<file path="config.mk">
export PLATFORM = sky130hd
export DESIGN_NAME = palindrome_stream_tx
export DESIGN_NICKNAME = d
export VERILOG_FILES = /design/src/rtl/palindrome_pkg.sv /design/src/rtl/tx_byte_buffer.sv /design/src/rtl/palindrome_stream_tx.sv
export SDC_FILE = /design/constraint.sdc
export NUM_CORES = 1
export LEC_CHECK = 0
export CAP_MARGIN = 20
export CORE_MARGIN = 2
export CORE_UTILIZATION = 45
export CTS_CLUSTER_SIZE = 8
export DETAILED_ROUTE_END_ITERATION = 16
export MAX_ROUTING_LAYER = met4
export SETUP_SLACK_MARGIN = 0.1
export SLEW_MARGIN = 30
export SYNTH_ARGS = -nofsm -noshare
export SYNTH_HDL_FRONTEND = slang
export SYNTH_SLANG_ARGS = --single-unit
</file>
<file path="constraint.sdc">
create_clock -name clock -period 3.2 [get_ports clock]
set_input_delay 0.48 -clock clock [delete_from_list [all_inputs] [get_ports clock]]
set_output_delay 0.48 -clock clock [all_outputs]
set_load 0.005 [all_outputs]
</file>
<file path="src/rtl/palindrome_pkg.sv">
// palindrome_pkg
// Shared types and constants for the palindrome transmit block.
//   tx_state_e    : transmit FSM states (also exported on the debug port)
//   mirror_mode_e : how the buffered string is expanded before streaming
//   tx_result_t   : result bundle returned to the host after each string
//   to_mode()     : maps the raw 2-bit host mode field onto mirror_mode_e
package palindrome_pkg;

    localparam int BYTE_W      = 8;

    // Default geometry; the result struct is sized from these.
    localparam int DEF_MAX_LEN = 64;
    localparam int DEF_CNT_W   = 16;
    localparam int RES_LEN_W   = $clog2(2 * DEF_MAX_LEN) + 1;
    localparam int RES_CNT_W   = DEF_CNT_W;

    typedef enum logic [2:0] {
        IDLE     = 3'd0,
        LOAD     = 3'd1,
        SEND     = 3'd2,
        WAIT_RES = 3'd3,
        REPORT   = 3'd4
    } tx_state_e;

    typedef enum logic [1:0] {
        PLAIN = 2'd0,
        EVEN  = 2'd1,
        ODD   = 2'd2
    } mirror_mode_e;

    typedef struct packed {
        logic                 palin;
        logic                 ovfl;
        logic                 timeout;
        logic [RES_LEN_W-1:0] len;
        logic [RES_CNT_W-1:0] count;
    } tx_result_t;

    // Encoding 3 is unused by the host and behaves like PLAIN.
    function automatic mirror_mode_e to_mode(input logic [1:0] m);
        case (m)
            2'd1:    return EVEN;
            2'd2:    return ODD;
            default: return PLAIN;
        endcase
    endfunction

endpackage

</file>
<file path="src/rtl/tx_byte_buffer.sv">
// tx_byte_buffer
// DEPTH x 8 register array: one synchronous write port, one combinational
// read port, so the read data follows the read address in the same cycle.
// Contents are not reset; every location is written before it is read.
//   i_clk       : clock, rising edge
//   i_wr_en     : write strobe
//   i_wr_addr   : write address
//   i_wr_data   : write byte
//   i_rd_addr   : read address
//   o_rd_data   : byte at i_rd_addr
module tx_byte_buffer
    import palindrome_pkg::*;
#(
    parameter int DEPTH = 64,
    parameter int AW    = $clog2(DEPTH)
) (
    input  logic              i_clk,
    input  logic              i_wr_en,
    input  logic [AW-1:0]     i_wr_addr,
    input  logic [BYTE_W-1:0] i_wr_data,
    input  logic [AW-1:0]     i_rd_addr,
    output logic [BYTE_W-1:0] o_rd_data
);

    logic [BYTE_W-1:0] r_mem [DEPTH];

    always_ff @(posedge i_clk) begin
        if (i_wr_en) begin
            r_mem[i_wr_addr] <= i_wr_data;
        end
    end

    assign o_rd_data = r_mem[i_rd_addr];

endmodule

</file>
<file path="src/rtl/palindrome_stream_tx.sv">
// palindrome_stream_tx
// Buffers one host string, optionally mirrors it into a palindrome, streams
// it to the palindrome checker, waits for the verdict and reports it.
//   clock, resetN          : clock (rising edge), async active-low reset
//   wrData/wrVld/wrLast    : host write beat; wrLast marks the final byte
//   mirrorMode             : expansion mode, sampled with the wrLast beat
//   wrReady                : host may write (IDLE/LOAD)
//   dataIn/dataVld/ready   : byte stream to the checker
//   isTrue/dataOvfl/outVld : checker verdict
//   resVld                 : one-cycle result strobe
//   resPalin/resOvfl/resTimeout/resLen/resCount : result, held until next
//   dbgState               : current FSM state
//
// Checker handshake: a byte moves on a rising edge where dataVld=1 and
// ready=1. Once dataVld rises it stays high with dataIn stable until the
// byte moves; dataVld drops the cycle after the final byte moves, and that
// falling edge is the end-of-string marker for the checker.
module palindrome_stream_tx
    import palindrome_pkg::*;
#(
    parameter int MAX_LEN = DEF_MAX_LEN,
    parameter int TIMEOUT = 1024,
    parameter int CNT_W   = DEF_CNT_W
) (
    input  logic                       clock,
    input  logic                       resetN,
    input  logic [BYTE_W-1:0]          wrData,
    input  logic                       wrVld,
    input  logic                       wrLast,
    input  logic [1:0]                 mirrorMode,
    output logic                       wrReady,
    output logic [BYTE_W-1:0]          dataIn,
    output logic                       dataVld,
    input  logic                       ready,
    input  logic                       isTrue,
    input  logic                       dataOvfl,
    input  logic                       outVld,
    output logic                       resVld,
    output logic                       resPalin,
    output logic                       resOvfl,
    output logic                       resTimeout,
    output logic [$clog2(2*MAX_LEN):0] resLen,
    output logic [CNT_W-1:0]           resCount,
    output tx_state_e                  dbgState
);

    localparam int AW = $clog2(MAX_LEN);
    localparam int NW = AW + 1;
    localparam int LW = $clog2(2 * MAX_LEN) + 1;
    localparam int TW = $clog2(TIMEOUT + 1);

    localparam logic [AW-1:0] ONE_A = 1;
    localparam logic [NW-1:0] ONE_N = 1;
    localparam logic [LW-1:0] ONE_L = 1;
    localparam logic [TW-1:0] ONE_T = 1;

    tx_state_e         r_state;
    tx_state_e         w_next;
    logic              r_wr_ready;
    logic [NW-1:0]     r_n;          // bytes stored, saturates at MAX_LEN
    logic              r_load_ovfl;
    mirror_mode_e      r_mode;
    logic [LW-1:0]     r_total;      // beats to send for this string
    logic [LW-1:0]     r_sent;       // beats already transferred
    logic [AW-1:0]     r_rd_idx;
    logic              r_down;       // read index is walking back to 0
    logic [TW-1:0]     r_tmo;
    tx_result_t        r_res;

    logic              w_wr_fire;
    logic              w_wr_en;
    logic [NW-1:0]     w_n_after;
    logic [LW-1:0]     w_n_ext;
    logic [LW-1:0]     w_total;
    logic              w_tx_fire;
    logic              w_last_beat;
    logic              w_at_turn;
    logic              w_tmo_hit;
    logic              w_verdict;
    logic [CNT_W-1:0]  w_cnt_next;
    logic [BYTE_W-1:0] w_rd_data;

    tx_byte_buffer #(
        .DEPTH (MAX_LEN),
        .AW    (AW)
    ) u_buf (
        .i_clk     (clock),
        .i_wr_en   (w_wr_en),
        .i_wr_addr (r_n[AW-1:0]),
        .i_wr_data (wrData),
        .i_rd_addr (r_rd_idx),
        .o_rd_data (w_rd_data)
    );

    // r_wr_ready is only high in IDLE/LOAD, so this also gates by state.
    assign w_wr_fire   = wrVld & r_wr_ready;
    // Beats past MAX_LEN are accepted but not stored.
    assign w_wr_en     = w_wr_fire && (r_n < NW'(MAX_LEN));
    assign w_n_after   = w_wr_en ? (r_n + ONE_N) : r_n;
    assign w_tx_fire   = (r_state == SEND) && ready;
    assign w_last_beat = w_tx_fire && ((r_sent + ONE_L) == r_total);
    assign w_at_turn   = ({1'b0, r_rd_idx} == (r_n - ONE_N));
    assign w_tmo_hit   = (r_tmo == TW'(TIMEOUT));
    assign w_verdict   = (r_state == WAIT_RES) && (outVld || w_tmo_hit);
    assign w_cnt_next  = CNT_W'(r_res.count) + CNT_W'(1);

    // Beat count for the string being closed by the current wrLast beat.
    always_comb begin
        w_n_ext = LW'(w_n_after);
        case (to_mode(mirrorMode))
            EVEN:    w_total = w_n_ext << 1;
            ODD:     w_total = (w_n_ext << 1) - ONE_L;
            default: w_total = w_n_ext;
        endcase
    end

    always_comb begin
        w_next = r_state;
        case (r_state)
            IDLE, LOAD: begin
                if (w_wr_fire) begin
                    w_next = wrLast ? SEND : LOAD;
                end
            end
            SEND: begin
                if (w_last_beat) begin
                    w_next = WAIT_RES;
                end
            end
            WAIT_RES: begin
                if (outVld || w_tmo_hit) begin
                    w_next = REPORT;
                end
            end
            REPORT:  w_next = IDLE;
            default: w_next = IDLE;
        endcase
    end

    always_ff @(posedge clock or negedge resetN) begin
        if (!resetN) begin
            r_state     <= IDLE;
            r_wr_ready  <= 1'b0;
            r_n         <= '0;
            r_load_ovfl <= 1'b0;
            r_mode      <= PLAIN;
            r_total     <= '0;
            r_sent      <= '0;
            r_rd_idx    <= '0;
            r_down      <= 1'b0;
            r_tmo       <= '0;
            r_res       <= '0;
        end else begin
            r_state    <= w_next;
            r_wr_ready <= (w_next == IDLE) || (w_next == LOAD);
            case (r_state)
                IDLE, LOAD: begin
                    if (w_wr_fire) begin
                        r_n <= w_n_after;
                        if (!w_wr_en) begin
                            r_load_ovfl <= 1'b1;
                        end
                        if (wrLast) begin
                            r_mode   <= to_mode(mirrorMode);
                            r_total  <= w_total;
                            r_sent   <= '0;
                            r_rd_idx <= '0;
                            r_down   <= 1'b0;
                        end
                    end
                end
                SEND: begin
                    if (w_tx_fire) begin
                        r_sent <= r_sent + ONE_L;
                        if (w_last_beat) begin
                            r_tmo <= '0;
                        end else if (r_down) begin
                            r_rd_idx <= r_rd_idx - ONE_A;
                        end else if (w_at_turn) begin
                            // Even mirror repeats the centre byte, odd skips it.
                            r_down <= 1'b1;
                            if (r_mode == ODD) begin
                                r_rd_idx <= r_rd_idx - ONE_A;
                            end
                        end else begin
                            r_rd_idx <= r_rd_idx + ONE_A;
                        end
                    end
                end
                WAIT_RES: begin
                    r_tmo <= r_tmo + ONE_T;
                    if (w_verdict) begin
                        // A verdict arriving on the terminal count still wins.
                        r_res.palin   <= outVld & isTrue;
                        r_res.ovfl    <= (outVld & dataOvfl) | r_load_ovfl;
                        r_res.timeout <= ~outVld;
                        r_res.len     <= RES_LEN_W'(r_sent);
                        r_res.count   <= RES_CNT_W'(w_cnt_next);
                    end
                end
                REPORT: begin
                    r_n         <= '0;
                    r_load_ovfl <= 1'b0;
                end
                default: ;
            endcase
        end
    end

    assign wrReady    = r_wr_ready;
    assign dataVld    = (r_state == SEND);
    assign dataIn     = dataVld ? w_rd_data : '0;
    assign resVld     = (r_state == REPORT);
    assign resPalin   = r_res.palin;
    assign resOvfl    = r_res.ovfl;
    assign resTimeout = r_res.timeout;
    assign resLen     = LW'(r_res.len);
    assign resCount   = CNT_W'(r_res.count);
    assign dbgState   = r_state;

endmodule

</file>
==> results of run 1 <==
==> through the flow <==
stage          TNS, ns  std cells  setup slack [ns]
6_report         -5.46       2245            -0.744
5_1_grt          -6.11       2245            -0.842
4_1_cts          -5.97       2246            -0.803
3_5_place_dp     -2.76       2108            -0.444
3_3_place_gp     -2.75       2108            -0.438
2_1_floorplan        0       1300             0.294
==> cell type report <==
class / count / area share (%)
Antenna cell: 1 / 0.00855
Clock buffer: 102 / 7.52
Clock inverter: 5 / 0.231
Inverter: 21 / 0.269
Multi-Input combinational cell: 621 / 22.4
Sequential cell: 587 / 59.0
Tap cell: 688 / 2.94
Timing Repair Buffer: 220 / 7.72
==> cell families (layout without fill, tap and decap cells) <==
| group | Yosys count | count (layout) | synth area share, % |
|---|---|---|---|
| buf+inv | 92 | 348 | 1.67 |
| other cells | 0 | 1 | 0 |
| mux | 179 | 179 | 16.0 |
| xor+xnor | 48 | 48 | 1.81 |
| simple gates | 278 | 278 | 5.55 |
| compound gates | 105 | 105 | 2.82 |
| fa+ha+maj | 11 | 11 | 0.571 |
| flops | 587 | 587 | 71.6 |
==> routing by layer <==
metal	GRT usage (%)	up-vias	part of all wire [%]
li1	-	5685	-
met1	29.7	6862	43
met2	34.2	446	48
met3	4.87	90	6.6
met4	5.83	0	2.1
met5	-	-	0
==> flip-flops by register name (all words and copies together) (netlist names) <==
register,flops
r_down,1
r_tmo,11
r_mode,2
r_sent,8
r_rd_idx,6
resCount,16
resLen,8
wrReady,1
r_load_ovfl,1
resOvfl,1
dbgState,3
r_n,7
resTimeout,1
r_total,8
u_buf.r_mem,512
resPalin,1
==> timing repair <==
| action | 4_1_cts | 5_1_grt |
|---|---|---|
| hold buffers | 1 | 0 |
| hold endpoints to repair | 33 | 0 |
| buffers inserted | 24 | 1 |
| setup endpoints to repair | 8 | 9 |
| pin swaps | 4 | 2 |
| gates resized for setup | 78 | 9 |
| cloned | 7 | 0 |
==> where the power goes <==
group / leakage (nW) / total [mW] / internal (mW) / switching (mW)
sequential: 5.58 / 9.00 / 8.67 / 0.329
clock: 1.10 / 7.77 / 4.75 / 3.02
combinational: 3.16 / 5.62 / 3.02 / 2.60
==> final timing paths <==
check                             startpoint                  to  cells after the start
worst max-delay path             r_rd_idx[0]           dataIn[2]                     10
max in group asynchronous             resetN           r_sent[6]                      3
worst max register to register   r_rd_idx[3]         r_rd_idx[4]                      9
worst min register to register  resCount[15]        resCount[15]                      1
worst min-delay path               wrData[0]  u_buf.r_mem[38][0]                      2
min in group asynchronous             resetN            resPalin                      2
==> critical path: stages (launching register included) <==
cell and delay [ns]:
dfrtp_4 0.51, buf_12 0.15, buf_8 0.13, buf_16 0.12, buf_8 0.13, buf_6 0.11, mux4_2 0.42, mux4_2 0.51
mux4_2 0.49, and2_4 0.18, buf_6 0.10
==> cells in the mapped netlist (4+ instances only) <==
cell	count	area, µm²
a21oi_1	23	115
a22o_1	4	35.0
a31oi_1	7	43.8
and2_1	10	62.6
and3_1	9	56.3
buf_1	5	18.8
buf_2	15	75.1
buf_4	8	60.1
clkbuf_1	42	158
dfrtp_1	75	1880
edfxtp_1	512	15400
ha_1	11	138
inv_1	18	67.6
mux2_2	9	101
mux2i_1	5	50.1
mux4_2	165	3720
nand2_1	55	206
nand3_1	27	135
nand4_1	19	119
nand4b_1	4	35.0
nor2_1	107	402
nor3_1	10	50.1
nor3b_1	4	30.0
o21ai_0	33	165
o31ai_1	9	67.6
or3_1	11	68.8
xnor2_1	26	228
xor2_1	21	184
==> key figures, run 1 <==
Status
  – Status: finished, violations left
  – Failing checks: setup timing

Detailed routing
  – Vias per Instance: slightly below 6
  – Starting DRT DRC Count: 1344
  – Routed length per instance: 25.6 µm
  – WL final: 57600 µm
  – Routed Antenna Nets: 0
  – Vias: about 13000
  – First drt pass iteration count: 5
  – Residual DRC: 0

Synth
  – Sequential cell area fraction in the yosys report: 71.6%
  – Netlist cell types: 63
  – Syn Std Cell Area: 24100 µm²
  – Ys flop type: edfxtp_1
  – Post-synth EDFFs: 512
  – Syn. warnings: 0
  – Yosys reg bits: ~590
  – Post-Syn Instances: 1300
  – Asr flop ratio synth: 12.8%
  – Mean Syn Cell Area: 18.5 µm²
  – Post-Syn Nets: 1329

Global route
  – Largest net degree at the start of global routing: 65
  – First-pass GRT wire length: slightly below 90000 µm
  – Vias in the first global route: roughly 13000
  – Gr ovfl total: 0
  – Initial antenna violation count: 2
  – GR Util All Layers: between 20 and 25%

STA
  – Clock Skews: 0.0147 ns
  – RSZ-0062 raised after global routing: true
  – Fmax: 0.254 GHz
  – Hold_ws: about 0.35 ns
  – Final Cycle Share: 123%
  – Final setup margin: -0.744 ns
  – Final Setup Violations: 8
  – Relative slew slack: 43.9%
  – Final hold violations: 0
  – Fin. max-slew vios: 0
  – Slew @ Worst Pin: 0.841 ns
  – Post-layout min period: 3.94 ns

Clock tree
  – Clock Latency Late Sink: between 0.6 and 0.7 ns
  – Clock transition at path regs: 0.05 ns
  – Inserted Clock Buffers: between 80 and 90
  – H-tree depth: 3
  – CTS tree: done
  – CTS root buffer: clkbuf_16
  – Clk sinks: around 590
  – Clock buffer depth: 3

Cells and area
  – Most common cell after layout, fill and taps aside: edfxtp_1
  – Fin util: 55.5%
  – Register Area: 17300 µm²
  – Ratio of cells with drive above 1 in the final layout: 30.3%
  – Filler cell count: 4027
  – # nets final: 1563
  – Multi-input logic area: 6550 µm²
  – Most frequent cells in the layout: edfxtp_1, mux4_2, buf_4
  – Post-route cell area: 29300 µm²
  – Synth-to-layout area growth: 21.4%

Power
  – Pleak: around 9.8 nW
  – Power Dens Cells: 765 nW/µm²
  – Power Total: 22.4 mW
  – Max VDD drop: 0.000604 V

Floorplan
  – Die width: 235 µm
  – I/O pin total: 59
  – Overall die area: 55400 µm²
  – CORE AREA: 52800 µm²
  – Die Y: 235 µm
  – Initial core utilization: 45.7%
  – Rows: between 80 and 90

Setup path
  – Crit Path Max Fanout: 4
  – Required @ worst endpoint: 2.72 ns
  – Worst R2R Setup Slack: 0.38 ns
  – Arrival time worst endpoint: around 3.5 ns
  – CP endpoint kind: output port
  – Critical path class: register to output port
  – Worst setup SP type: register

Place
  – Post-detail-place hpwl: 36100 µm
  – Port Buffer Count: 58
  – Post-placement cell area: 26500 µm²
  – Routability cong.: 0.802

Run
  – Maxcap violations: 0

Min path
  – Hold/Removal Path Class: input port to register
No activity file was read; power rests on OpenSTA's default activity.
==> run 2: changes to the inputs <==
Settings changed: RECOVER_POWER set to 25, SETUP_SLACK_MARGIN 0.1 to 0.3.
==> run 2 against run 1 <==
Effect of this change:
- the flow finishes with violations (capacitance limit, slew limit, setup timing)
- sequential share of layout area fell by 0.11 points
- wire length is 0.89% higher
- register-to-register slack better by 0.11 ns
- utilization is 0.10 points higher
- largest cell class unchanged
- largest power group unchanged
==> key figures, run 2 (same netlist as run 1, synthesis figures left out) <==
Detailed routing
  – Residual DRC: 0
  – Routed length per instance: 25.9 µm
  – Starting DRT DRC Count: 1234
  – Vias per Instance: 5.83
  – Vias: 13068
  – First drt pass iteration count: 5
  – Routed Antenna Nets: 0
  – WL final: between 50000 and 60000 µm

Global route
  – Initial antenna violation count: 1
  – Largest net degree at the start of global routing: between 60 and 70
  – Vias in the first global route: 13611
  – Gr ovfl total: 0
  – GR Util All Layers: 22.2%
  – First-pass GRT wire length: roughly 90000 µm

Power
  – Seq pwr share: 39.9%
  – Power Dens Cells: roughly 770 nW/µm²
  – Net Sw Frac: 26.8%
  – Pleak: 9.84 nW
  – Sw Pwr: 6.04 mW
  – Power Total: approximately 23 mW
  – Max VDD drop: 0.000515 V
  – Clk pwr share: 34.9%
  – Internal power: 16.5 mW
  – Combinational fraction of design power: 25.1%

Setup path
  – CP startpoint: r_rd_idx[0]
  – CP endpoint kind: output port
  – Worst setup SP type: register
  – Worst R2R Setup Slack: 0.49 ns
  – FF-to-FF End: r_rd_idx[4]
  – Reg2Reg Depth: 8
  – Crit Path Max Fanout: 7
  – Critical path class: register to output port
  – Worst setup path end: dataIn[4]
  – Arrival time worst endpoint: 3.47 ns
  – R2r startpoint: r_rd_idx[3]
  – Required @ worst endpoint: 2.72 ns

Clock tree
  – Clock buffer depth: 3
  – CTS tree: done
  – Clock Latency Late Sink: 0.63 ns
  – Clk sinks: 587
  – Inserted Clock Buffers: 83
  – Clock transition at path regs: 0.05 ns
  – CTS root buffer: clkbuf_16
  – H-tree depth: 3

Floorplan
  – I/O pin total: about 60
  – Initial core utilization: between 40% and 50%
  – CORE AREA: 52800 µm²
  – Die Y: 235 µm
  – Rows: 84
  – Die width: about 240 µm
  – Overall die area: 55400 µm²

STA
  – Clock Skews: 0.0311 ns
  – Final TNS setup: -5.57 ns
  – Final setup margin: -0.753 ns
  – Final Cycle Share: 124%
  – Post-layout min period: 3.95 ns
  – Relative slew slack: -91.6%
  – Final hold violations: 0
  – RSZ-0062 raised after global routing: true
  – Final Setup Violations: 8
  – Fin. max-slew vios: roughly 350
  – Fmax: 0.253 GHz
  – Slew @ Worst Pin: 2.87 ns

Place
  – Routability cong.: 0.826
  – Dpl ws: -0.590 ns
  – Placed Cells: approximately 2100
  – Post-detail-place hpwl: approximately 36000 µm
  – Port Buffer Count: 58

Cells and area
  – Synth-to-layout area growth: 21.7%
  – Non-Filler Instances: about 2200
  – Most frequent cells in the layout: edfxtp_1, mux4_2, buf_4
  – # nets final: 1565
  – Diodes inserted: 0
  – Filler cell count: slightly above 4000
  – Register Area: 17300 µm²
  – Max FFs per register: 512
  – Ratio of cells with drive above 1 in the final layout: 30.1%
  – Most common cell after layout, fill and taps aside: edfxtp_1
  – Fin util: 55.6%
  – Largest Register: u_buf.r_mem
  – Multi-input logic area: 6550 µm²

Status
  – Failing checks: capacitance limit, slew limit, setup timing
  – Status: finished, violations left

Run
  – Maxcap violations: 6

Min path
  – Hold/Removal Path Class: input port to register
run 2: stage by stage:
step           area, µm²  hold WS (ns)
6_report           29300         0.470
4_1_cts            29200         0.324
3_3_place_gp       26500         0.465
2_1_floorplan      24100         0.184
5_1_grt            29300         0.475
3_5_place_dp       26500         0.439
run 2: final cells by class:
cell class	count	area share, %
well taps	688	2.93
clock buffers	98	7.35
flip-flops and latches	587	58.8
multi-input cells	621	22.3
clock inverters	6	0.486
repair buffers	222	7.78
inverters	21	0.269
run 2: how the worst min path moves through the flow:
stage | depth (start not counted) | slack (ns) | start | to
6_report | 3 | 0.47 | isTrue | resPalin
3_5_place_dp | 1 | 0.44 | resetN | resPalin
4_1_cts | 2 | 0.32 | resetN | r_rd_idx[2]
2_1_floorplan | 0 | 0.18 | resetN | dbgState[0]
3_3_place_gp | 1 | 0.46 | resCount[15] | resCount[15]
5_1_grt | 3 | 0.47 | isTrue | resPalin
run 2: critical path: stages (launching register included):
cell,delay [ns]
dfrtp_4,0.49
buf_12,0.15
buf_8,0.13
buf_12,0.14
buf_12,0.12
mux4_2,0.49
mux4_2,0.57
mux4_2,0.50
and2_4,0.15
buf_6,0.10
run 2: routing by layer:
layer	global-route usage, %	part of all wire [%]	wire length, µm	vias up
li1	-	-	-	5690
met1	28.9	42	24500	6827
met2	34.7	49	28400	446
met3	5.03	5.9	3400	105
met4	7.72	3.1	1780	0
met5	-	0	0	-
run 2: repair_timing:
action	in CTS	in global routing
cloned	3	0
hold buffers	1	0
buffers inserted	22	1
resized for setup	67	20
endpoints found under the hold margin	27	0
setup endpoints to repair	11	15
pin swaps	2	2
run 2: power groups by stage:
stage	Sequential, mW	Clock, mW	Combinational, mW
after floorplan	9.00	0	3.25
after CTS	8.98	8.04	5.60
after global routing	9.04	8.36	6.05
after detailed placement	9.15	0	5.03
final	9.00	7.87	5.66
after global placement	9.13	0	4.98
